[src/rtl/gpio_pad_pkg.sv]
// Shared types and constants for the GPIO pad controller: irq mode encodings,
// pad control bundles and the config-to-pad drive mapping.
package gpio_pad_pkg;

  localparam int FILT_W_DEF = 4;

  localparam logic [1:0] IRQ_MODE_RISE = 2'b00;
  localparam logic [1:0] IRQ_MODE_FALL = 2'b01;
  localparam logic [1:0] IRQ_MODE_BOTH = 2'b10;
  localparam logic [1:0] IRQ_MODE_LVL  = 2'b11;

  typedef struct packed {
    logic ie;
    logic oe;
    logic out;
    logic pue;
    logic pde;
    logic od;
    logic os;
    logic cs;
    logic dr;
    logic sr;
  } pad_cfg_t;

  typedef struct packed {
    logic ie;
    logic oval;
    logic oe;
    logic pue;
    logic pde;
    logic os;
    logic od;
    logic cs;
    logic dr;
    logic sr;
  } pad_ctl_t;

  // Open-drain only ever pulls low: drive enable tracks a low output value.
  // A pull-up/pull-down conflict resolves to pull-up.
  function automatic pad_ctl_t pad_drive(input pad_cfg_t c);
    pad_ctl_t p;
    p      = '0;
    p.ie   = c.ie;
    p.oval = c.od ? 1'b0 : c.out;
    p.oe   = c.od ? (c.oe & ~c.out) : c.oe;
    p.od   = c.od;
    p.pue  = c.pue;
    p.pde  = c.pde & ~c.pue;
    p.os   = c.os;
    p.cs   = c.cs;
    p.dr   = c.dr;
    p.sr   = c.sr;
    return p;
  endfunction

endpackage

[src/rtl/gnrl_pad_filter.sv]
// Two-flop synchroniser followed by a glitch filter on the pad input.
// Filter logic only exists when GPIO_PAD_FILTER_EN is defined; otherwise
// the synchronised value is registered once and thr is ignored.
module gnrl_pad_filter #(
  parameter int W = 4
) (
  input  logic         clk,
  input  logic         rst_n,
  input  logic         din,
  input  logic [W-1:0] thr,
  output logic         dout
);

  logic [1:0] sync_q;
  logic       s;
  logic       dout_q;

  always_ff @(posedge clk or negedge rst_n) begin
    if (!rst_n) sync_q <= 2'b00;
    else        sync_q <= {sync_q[0], din};
  end

  assign s = sync_q[1];

`ifdef GPIO_PAD_FILTER_EN
  logic [W-1:0] cnt;

  // >= rather than == so a threshold lowered mid-count still fires.
  always_ff @(posedge clk or negedge rst_n) begin
    if (!rst_n) begin
      cnt    <= '0;
      dout_q <= 1'b0;
    end else if (s == dout_q) begin
      cnt    <= '0;
    end else if (cnt >= thr) begin
      cnt    <= '0;
      dout_q <= ~dout_q;
    end else begin
      cnt    <= cnt + 1'b1;
    end
  end
`else
  logic unused_thr;
  assign unused_thr = ^thr;

  always_ff @(posedge clk or negedge rst_n) begin
    if (!rst_n) dout_q <= 1'b0;
    else        dout_q <= s;
  end
`endif

  assign dout = dout_q;

endmodule

[src/rtl/gpio_pad_ctrl.sv]
// Controller side of one bidirectional GPIO pad: registered pad drive,
// filtered input, edge/level detect and sticky interrupt. Glitch filter
// is compiled in with GPIO_PAD_FILTER_EN.
module gpio_pad_ctrl
  import gpio_pad_pkg::*;
#(
  parameter int FILT_W  = FILT_W_DEF,
  parameter bit RST_PUE = 1'b0,
  parameter bit RST_PDE = 1'b0
) (
  input  logic              clk,
  input  logic              rst_n,
  input  logic              cfg_ie,
  input  logic              cfg_oe,
  input  logic              cfg_out,
  input  logic              cfg_pue,
  input  logic              cfg_pde,
  input  logic              cfg_od,
  input  logic              cfg_os,
  input  logic              cfg_cs,
  input  logic              cfg_dr,
  input  logic              cfg_sr,
  input  logic [FILT_W-1:0] cfg_filt_thr,
  input  logic              cfg_irq_en,
  input  logic [1:0]        cfg_irq_mode,
  input  logic              irq_clr,
  output logic              pad_o_ie,
  output logic              pad_o_oval,
  output logic              pad_o_oe,
  output logic              pad_o_pue,
  output logic              pad_o_pde,
  output logic              pad_o_os,
  output logic              pad_o_od,
  output logic              pad_o_cs,
  output logic              pad_o_dr,
  output logic              pad_o_sr,
  input  logic              pad_i_ival,
  output logic              in_val,
  output logic              irq_pend,
  output logic              irq
);

  pad_cfg_t cfg;
  pad_ctl_t ctl_q;

  assign cfg = '{ie: cfg_ie, oe: cfg_oe, out: cfg_out, pue: cfg_pue,
                 pde: cfg_pde, od: cfg_od, os: cfg_os, cs: cfg_cs,
                 dr: cfg_dr, sr: cfg_sr};

  always_ff @(posedge clk or negedge rst_n) begin
    if (!rst_n) begin
      ctl_q     <= '0;
      ctl_q.pue <= RST_PUE;
      ctl_q.pde <= RST_PDE;
    end else begin
      ctl_q     <= pad_drive(cfg);
    end
  end

  assign pad_o_ie   = ctl_q.ie;
  assign pad_o_oval = ctl_q.oval;
  assign pad_o_oe   = ctl_q.oe;
  assign pad_o_pue  = ctl_q.pue;
  assign pad_o_pde  = ctl_q.pde;
  assign pad_o_os   = ctl_q.os;
  assign pad_o_od   = ctl_q.od;
  assign pad_o_cs   = ctl_q.cs;
  assign pad_o_dr   = ctl_q.dr;
  assign pad_o_sr   = ctl_q.sr;

  logic in_val_q;
  logic in_val_d;

  gnrl_pad_filter #(.W(FILT_W)) u_filt (
    .clk   (clk),
    .rst_n (rst_n),
    .din   (pad_i_ival),
    .thr   (cfg_filt_thr),
    .dout  (in_val_q)
  );

  always_ff @(posedge clk or negedge rst_n) begin
    if (!rst_n) in_val_d <= 1'b0;
    else        in_val_d <= in_val_q;
  end

  logic rise, fall, set;

  assign rise = in_val_q & ~in_val_d;
  assign fall = ~in_val_q & in_val_d;

  always_comb begin
    set = 1'b0;
    case (cfg_irq_mode)
      IRQ_MODE_RISE: set = rise;
      IRQ_MODE_FALL: set = fall;
      IRQ_MODE_BOTH: set = rise | fall;
      IRQ_MODE_LVL:  set = in_val_q;
      default:       set = 1'b0;
    endcase
  end

  // Set beats clear; in level mode this keeps the flag up while in_val is high.
  logic pend_q;

  always_ff @(posedge clk or negedge rst_n) begin
    if (!rst_n)       pend_q <= 1'b0;
    else if (set)     pend_q <= 1'b1;
    else if (irq_clr) pend_q <= 1'b0;
  end

  assign in_val   = in_val_q;
  assign irq_pend = pend_q;
  assign irq      = pend_q & cfg_irq_en;

endmodule
[config.mk]
export PLATFORM = sky130hd
export DESIGN_NAME = gpio_pad_ctrl
export DESIGN_NICKNAME = d
export VERILOG_FILES = /design/src/rtl/gpio_pad_pkg.sv /design/src/rtl/gnrl_pad_filter.sv /design/src/rtl/gpio_pad_ctrl.sv
export SDC_FILE = /design/constraint.sdc
export NUM_CORES = 1
export LEC_CHECK = 0
export ABC_AREA = 1
export CAP_MARGIN = 5
export CORE_MARGIN = 2
export CORE_UTILIZATION = 35
export CTS_CLUSTER_DIAMETER = 50
export DETAILED_ROUTE_END_ITERATION = 8
export GPL_ROUTABILITY_DRIVEN = 0
export GPL_TIMING_DRIVEN = 1
export PLACE_DENSITY = 0.92
export SETUP_SLACK_MARGIN = 0.2
export SLEW_MARGIN = 20
export SYNTH_ARGS = -nofsm -noshare
export SYNTH_HDL_FRONTEND = slang
export SYNTH_SLANG_ARGS = --single-unit
[constraint.sdc]
create_clock -name clk -period 1.5 [get_ports clk]
set_input_delay 0.375 -clock clk [delete_from_list [all_inputs] [get_ports clk]]
set_output_delay 0.375 -clock clk [all_outputs]
set_load 0.03 [all_outputs]
After elaboration in Yosys (flattened, before gate mapping):

Cells that the tools add are included.

* multiplexer cells: 5
* reduce and logical (&&, ||, !) cells: 2
* bitwise gates (word level): 10
* equal/unequal tests: 3

Operators by type and width (count)
* bitwise AND 1 bit: 5
* == test 2 bit, second input constant: 2
* 2-to-1 mux 1 bit: 4
* NOT 1 bit: 4
* case mux 1 bit (4 select lines): 1
* == test 2 x 1 -> 1 bit, second input constant: 1
* zero test 2 bit: 1
* nonzero test 2 bit: 1
* OR 1 bit: 1

* output and inout bits: 13
* input bits: 21
* word-level logic and storage cells: 34
* flip-flop bits (word level): 15

Longest topological paths before layout:

Gate-level depths: netlist of the first run.

* depth in word-level cells: 5
* mapped depth: 7
* mapped depth without buffers: 7

Modules after synthesis:

From an unflattened synthesis of the first run, not the netlist that was laid out.

* cell total of the unflattened synthesis: 39
* area total of the unflattened synthesis: 489.2 um2

Modules (own cells, without submodules)
* gpio_pad_ctrl: cells each 36, area an instance 414.1 um2, instances 1
* gnrl_pad_filter: cells each 3, area an instance 75.1 um2, instances 1

Worst setup path before layout of the first run:

OpenSTA, ideal clock, no wires.

* path type: flip-flop to flip-flop
* start point: register u_filt.dout_q, in the netlist u_filt.dout
* end point: register pend_q, in the netlist irq_pend
* data arrival time: 1.102 ns
* cell stages (with the launch flop): 8
* path buffers: 0
* setup slack: 0.281 ns
* setup time: 0.117 ns
* cell sequence: dfrtp_1 -> inv_1 -> ha_1 -> inv_1 -> nand2_1 -> nand3_1 -> nand2_1 -> nand2_1

* cells in the longest elaborated chain, start to end: 5
* elaborated cells on any way between the ends: 7
* classes of those cells: mux: 2; bitwise: 4; reduce/logical: 1

Ends and longest elaborated chain
* start, declared: RTL line gnrl_pad_filter.sv:16 `logic dout_q;`
* start signal, assigned: RTL line gnrl_pad_filter.sv:48 `else dout_q <= s;`
* NOT 1 bit: RTL line gpio_pad_ctrl.sv:90 `assign fall = ~in_val_q & in_val_d;`
* bitwise AND 1 bit: RTL line gpio_pad_ctrl.sv:90
* OR 1 bit: RTL line gpio_pad_ctrl.sv:97 `IRQ_MODE_BOTH: set = rise | fall;`
* case mux 1 bit (4 select lines) (*): RTL line gpio_pad_ctrl.sv:94 `case (cfg_irq_mode)`
* 2-to-1 mux 1 bit or nonzero test 2 bit (tied branches)
* end signal, assigned: RTL line gpio_pad_ctrl.sv:107 `if (!rst_n) pend_q <= 1'b0;`
* end signal, assigned: RTL line gpio_pad_ctrl.sv:108 `else if (set) pend_q <= 1'b1;`
* end signal, assigned: RTL line gpio_pad_ctrl.sv:109 `else if (irq_clr) pend_q <= 1'b0;`
* end, declared: RTL line gpio_pad_ctrl.sv:104 `logic pend_q;`

Every way passes the cells marked *; elsewhere a longest branch is shown, timed or not.
A chain may end at the register's enable or synchronous reset.

Final worst setup path of the first run:

* start point: register pend_q, in the netlist irq_pend
* end point: output port irq

* cells in the longest elaborated chain, start to end: 1

Ends and longest elaborated chain
* bitwise AND 1 bit: RTL line gpio_pad_ctrl.sv:114 `assign irq = pend_q & cfg_irq_en;`
* end, declared: RTL line gpio_pad_ctrl.sv:40 `output logic irq`

No other way between the ends.

==> summary.txt, run 1 <==
Run status
  • Status: complete, no violations

Timing
  • Min Tclk post-route: roughly 1300 ps
  • Worst Skew: around 2.8 ps
  • Post-route clock period utilization: 84.2%
  • Fmax: just under 800 MHz
  • RSZ-0062 raised after global routing: true
  • Final Setup Violations: 0
  • Setup_tns: 0 ps
  • Final Hold Viols: 0
  • Max-Slew Margin vs Limit: 88.2%
  • Actual slew at the worst max-slew pin: between 150 and 200 ps
  • Max Slew Vio Count: 0

Setup path
  • Cell at the slowest stage of the critical path: dfrtp_1
  • CP Launch Point: irq_pend
  • CP Data Arrival Time: 890 ps
  • CP Capture Type: primary output
  • Cell Chain, Critical Path: nand2_1, inv_1, buf_6
  • Max incr delay on CP: 390 ps
  • R2r startpoint: u_filt.dout
  • Worst-path maximum fanout: 3
  • WP data required: between 1000 and 1500 ps
  • Crit Path Class: reg2out
  • Crit path launch type: flop

Synth
  • Seq cells post-synth: 15
  • Cell variety after synth: 7
  • Syn Area/Cell: between 10 and 15 sq um
  • Synthesized Nets: between 60 and 70
  • Total number of yosys warnings: 0
  • Syn Inst Count: 39
  • Mapped Area: slightly below 500 sq um
  • Seq/Total Area, Yosys: approximately 77%

Detailed routing
  • Antenna Nets Post-Route: 0
  • # DRC: 0
  • DR WL/cell: just over 9 um
  • Vias per std cell: 4.35
  • Initial DRT Pass Iterations: 1
  • Vias: roughly 380
  • 1st-iter DRT viols: 0
  • WL final: between 800 and 900 um

GRT
  • Global Route Usage Sum: 11.8%
  • Largest net degree at the start of global routing: 16
  • Initial antenna violation count: 0
  • First-pass GRT wire length: about 1.2 mm
  • Vias in the first global route: roughly 350
  • Total gr overflow: 0

Floorplan
  • Top-level I/O count: 34
  • Die Ht: about 41 um
  • FP Rows: 13
  • Die area: 0.00171 sq mm
  • Starting Density: 37.6%
  • Die width: between 40 and 50 um
  • Core footprint: roughly 0.0013 sq mm

Clocking
  • CTS tree: built
  • Clk slew on worst S/H paths: 80 ps
  • Post-CTS Hold Fix Bufs: 0
  • CTS Buf Count: 3
  • H-tree levels: 1
  • CTS max path bufs: 2
  • Clk Latency, worst-skew pair: 270 ps
  • CTS sink cnt: 15
  • Postcts setup bufs: 0
  • CTS Root Cell: clkbuf_4

Placement
  • PortBufs: 29
  • Post-DP HPWL: approximately 690 um

Power
  • Static Leakage: ~0.41 nW
  • Power per cell area: just over 1000 mW/mm^2
  • Final Total Pwr: just under 0.0008 W
  • VDD IR max: between 500 and 600 uV

Min path
  • Hold_sp: u_filt.sync_q[1]
  • Hold Path Class: reg2reg

Final layout
  • Antenna Cells: 0
  • Layout cells sized above 1: 23.3%
  • P&R area growth vs syn: 58.3%
  • Fin nets: between 90 and 100
  • Fill cell count: approximately 120

Flow run
  • Maxcap violations: 0
[through the flow]
stage	cells	worst slack (ps)	utilization, %	hold slack [ps]	cell area (sq um)
2_1_floorplan	39	281	-	79.4	489
3_3_place_gp	84	68.2	61.5	332	801
3_5_place_dp	84	60.4	61.5	336	801
4_1_cts	88	71.1	62.7	354	816
5_1_grt	88	160	59.5	375	774
6_report	88	237	59.5	350	774
[where the power goes]
group / internal, W / total (W) / switching [W]
Sequential: 0.000426 / 0.000434 / 0.00000812
Clock: 0.000103 / 0.000208 / 0.000106
Combinational: 0.0000642 / 0.000142 / 0.0000783
Total: 0.000593 / 0.000785 / 0.000192
[metal layers]
metal,vias up,routed length (um),track usage [%]
li1,183,-,-
met1,177,296,12.5
met2,23,416,18.4
met3,0,104,4.79
met5,-,0,0
met4,0,0,9.68
[cells in the final DEF (no fill, tap or decap), drive strengths merged]
cell and n:
nor2 2, dfrtp 15, clkbuf 5, clkdlybuf4s50 15, inv 9, dlygate4sd2 1
a21boi 1, nand2 8, nand3 2, buf 13, ha 2
[registers in the layout (all words and copies together), names as in the netlist]
register and flops:
pad_o_sr 1, pad_o_od 1, pad_o_dr 1, irq_pend 1, pad_o_pue 1, in_val_d 1
pad_o_oval 1, pad_o_os 1, u_filt.sync_q 2, pad_o_pde 1, pad_o_cs 1, pad_o_ie 1
pad_o_oe 1, u_filt.dout 1
[timing repair]
action,in CTS,in global routing
gates resized for setup,41,14
pin swaps,0,1
endpoints found under the setup margin,12,8
[final timing paths]
check,end,slack [ps],depth (start not counted)
worst min-delay path,u_filt.dout,350,0
min in group asynchronous,pad_o_ie,410,2
worst min register to register,u_filt.dout,350,0
worst max-delay path,irq,240,3
max in group asynchronous,u_filt.sync_q[1],930,2
worst max register to register,irq_pend,370,7
[Yosys cell counts (all sizes together)]
| cell type | instances | area, sq um |
|---|---|---|
| nand2 | 8 | 30.0 |
| inv | 9 | 33.8 |
| a21boi | 1 | 7.51 |
| nand3 | 2 | 10.0 |
| nor2 | 2 | 7.51 |
| dfrtp | 15 | 375 |
| ha | 2 | 25.0 |
[worst max-delay path, delay by kind of cell, from the launching register on]
family | cells | cell delay, ps
DFF | 1 | 390
and+or+nand+nor | 1 | 60
buffers and inverters | 2 | 170
[layout make-up]
type,instances,area (sq um),area share (%)
Clock buffer,4,26.3,3.39
Inverter,9,33.8,4.36
Multi-Input combinational cell,15,80.1,10.3
Sequential cell,15,375,48.5
Tap cell,15,18.8,2.42
Timing Repair Buffer,30,240,31.0
[kinds of logic after synthesis]
family	count (synthesis)	synth area share (%)
flops	15	76.7
simple gates	12	9.72
buf+inv	9	6.90
fa+ha+maj	2	5.11
compound gates	1	1.54
Power figures use the tool's default switching activity.
==> run 2, diff against run 1 <==
- CORE_UTILIZATION: 35 -> 32
- PLACE_DENSITY: 0.92 -> 0.86
- clock period: 1.5 -> 1.21 ns (I/O delays scaled with it)
==> summary.txt, run 2 (synthesized netlist as in run 1, its figures left out) <==
Detailed routing
  • DR WL/cell: approximately 10 um
  • Vias per std cell: 4.15
  • 1st-iter DRT viols: 0
  • Initial DRT Pass Iterations: 1
  • Antenna Nets Post-Route: 0
  • Vias: 382
  • WL final: slightly above 900 um
  • # DRC: 0

Floorplan
  • FP Rows: 14
  • Starting Density: about a third
  • Die Ht: 43.1 um
  • Die width: 43.1 um
  • Core footprint: approximately 0.0015 sq mm
  • Die area: about 0.0019 sq mm
  • Top-level I/O count: 34

GRT
  • Vias in the first global route: around 400
  • First-pass GRT wire length: approximately 1.6 mm
  • Global Route Usage Sum: between 10% and 20%
  • Initial antenna violation count: 0
  • Total gr overflow: 0
  • Largest net degree at the start of global routing: 9

Clocking
  • H-tree levels: 1
  • CTS tree: built
  • CTS sink cnt: 15
  • CTS Buf Count: 3
  • CTS Root Cell: clkbuf_4
  • CTS max path bufs: 2
  • Clk slew on worst S/H paths: ~80 ps
  • Post-CTS Hold Fix Bufs: 0
  • Clk Latency, worst-skew pair: about 270 ps

Timing
  • Fmax: slightly above 800 MHz
  • Max Slew Vio Count: 0
  • Hold slack: between 200 and 250 ps
  • Post-route clock period utilization: 99.6%
  • Min Tclk post-route: roughly 1200 ps
  • Setup_tns: 0 ps
  • Max-Slew Margin vs Limit: about 85%
  • Final Setup Violations: 0
  • Actual slew at the worst max-slew pin: approximately 230 ps
  • Worst Setup Slack, final: between 5 and 6 ps
  • RSZ-0062 raised after global routing: true
  • Worst Skew: around 4.5 ps
  • Final Hold Viols: 0

Setup path
  • Worst-path maximum fanout: 3
  • Crit path launch type: flop
  • Worst path depth: 3
  • Buf+Inv Stages, Crit Path: 2
  • Crit Path Class: reg2out
  • CP Capture Type: primary output
  • Cell Chain, Critical Path: nand2_1, inv_1, buf_6
  • CP Data Arrival Time: 900 ps
  • Max incr delay on CP: 400 ps
  • Family with the most delay on the worst path: flip-flops
  • WP data required: a little over 900 ps
  • Cell at the slowest stage of the critical path: dfrtp_1
  • Worst Reg2Reg Path Length in Cells: 8

Final layout
  • Fill cell count: approximately 140
  • Antenna Cells: 0
  • P&R area growth vs syn: 83.9%
  • Layout cells sized above 1: 35.5%
  • Fin nets: 100
  • Final core occ: between 60% and 70%
  • Most common cell after layout, fill and taps aside: clkdlybuf4s50_1
  • Commonest cells after routing, fill and taps aside: 15 x clkdlybuf4s50_1, 14 x dfrtp_1, 13 x buf_6
  • Max FFs per register: 2
  • Final instance area: between 800 and 900 sq um
  • Most flop-heavy register: u_filt.sync_q

Power
  • Static Leakage: between 0.4 and 0.5 nW
  • Power per cell area: 1150 mW/mm^2
  • VDD IR max: ~700 uV

Placement
  • PortBufs: 29
  • Placed Instance Area: 783 sq um
  • Post-DP HPWL: about 730 um
  • Placement Setup Slack: -81.5 ps

Min path
  • Hold Path Class: in2async

Flow run
  • Maxcap violations: 0

Run status
  • Status: complete, no violations
==> run 2: per-stage QoR <==
stage          power (W)  std cells
2_1_floorplan   0.000627         39
3_3_place_gp    0.000737         86
3_5_place_dp    0.000744         86
4_1_cts          0.00104         92
5_1_grt          0.00109         92
6_report         0.00103         92
==> run 2: final cells by class <==
class / instances / area [sq um] / area share, %
repair buffers: 33 / 335 / 37.3
inverters: 9 / 36.3 / 4.03
multi-input cells: 15 / 105 / 11.7
clock buffers: 4 / 26.3 / 2.92
flip-flops and latches: 15 / 377 / 41.9
well taps: 16 / 20.0 / 2.23
==> run 2: worst paths after layout <==
path,start,endpoint,slack (ps)
max,irq_pend,irq,5
min,rst_n,pad_o_os,250
max reg2reg,u_filt.dout,irq_pend,90
min reg2reg,u_filt.sync_q[0],u_filt.sync_q[1],350
max in group asynchronous,rst_n,u_filt.dout,610
min in group clk,u_filt.sync_q[0],u_filt.sync_q[1],350
==> run 2: power breakdown <==
group / total, W / leakage (nW) / switching (W) / internal, W
logic: 0.000219 / 0.261 / 0.000104 / 0.000115
clock network: 0.000268 / 0.0150 / 0.000140 / 0.000128
registers: 0.000545 / 0.176 / 0.0000159 / 0.000529
total: 0.00103 / 0.452 / 0.000260 / 0.000772
==> run 2: timing repair <==
action,in CTS,in global routing
gates resized for setup,17,3
setup endpoints to repair,14,14
pin swaps,4,2
buffers inserted,2,0
cloned,0,0
==> run 2: layer usage <==
layer	up-vias	track usage (%)	share of wire, %
li1	188	-	-
met1	164	14.2	38
met2	26	18.2	46
met3	4	5.11	12
met4	0	9.09	3.4
met5	-	0	0
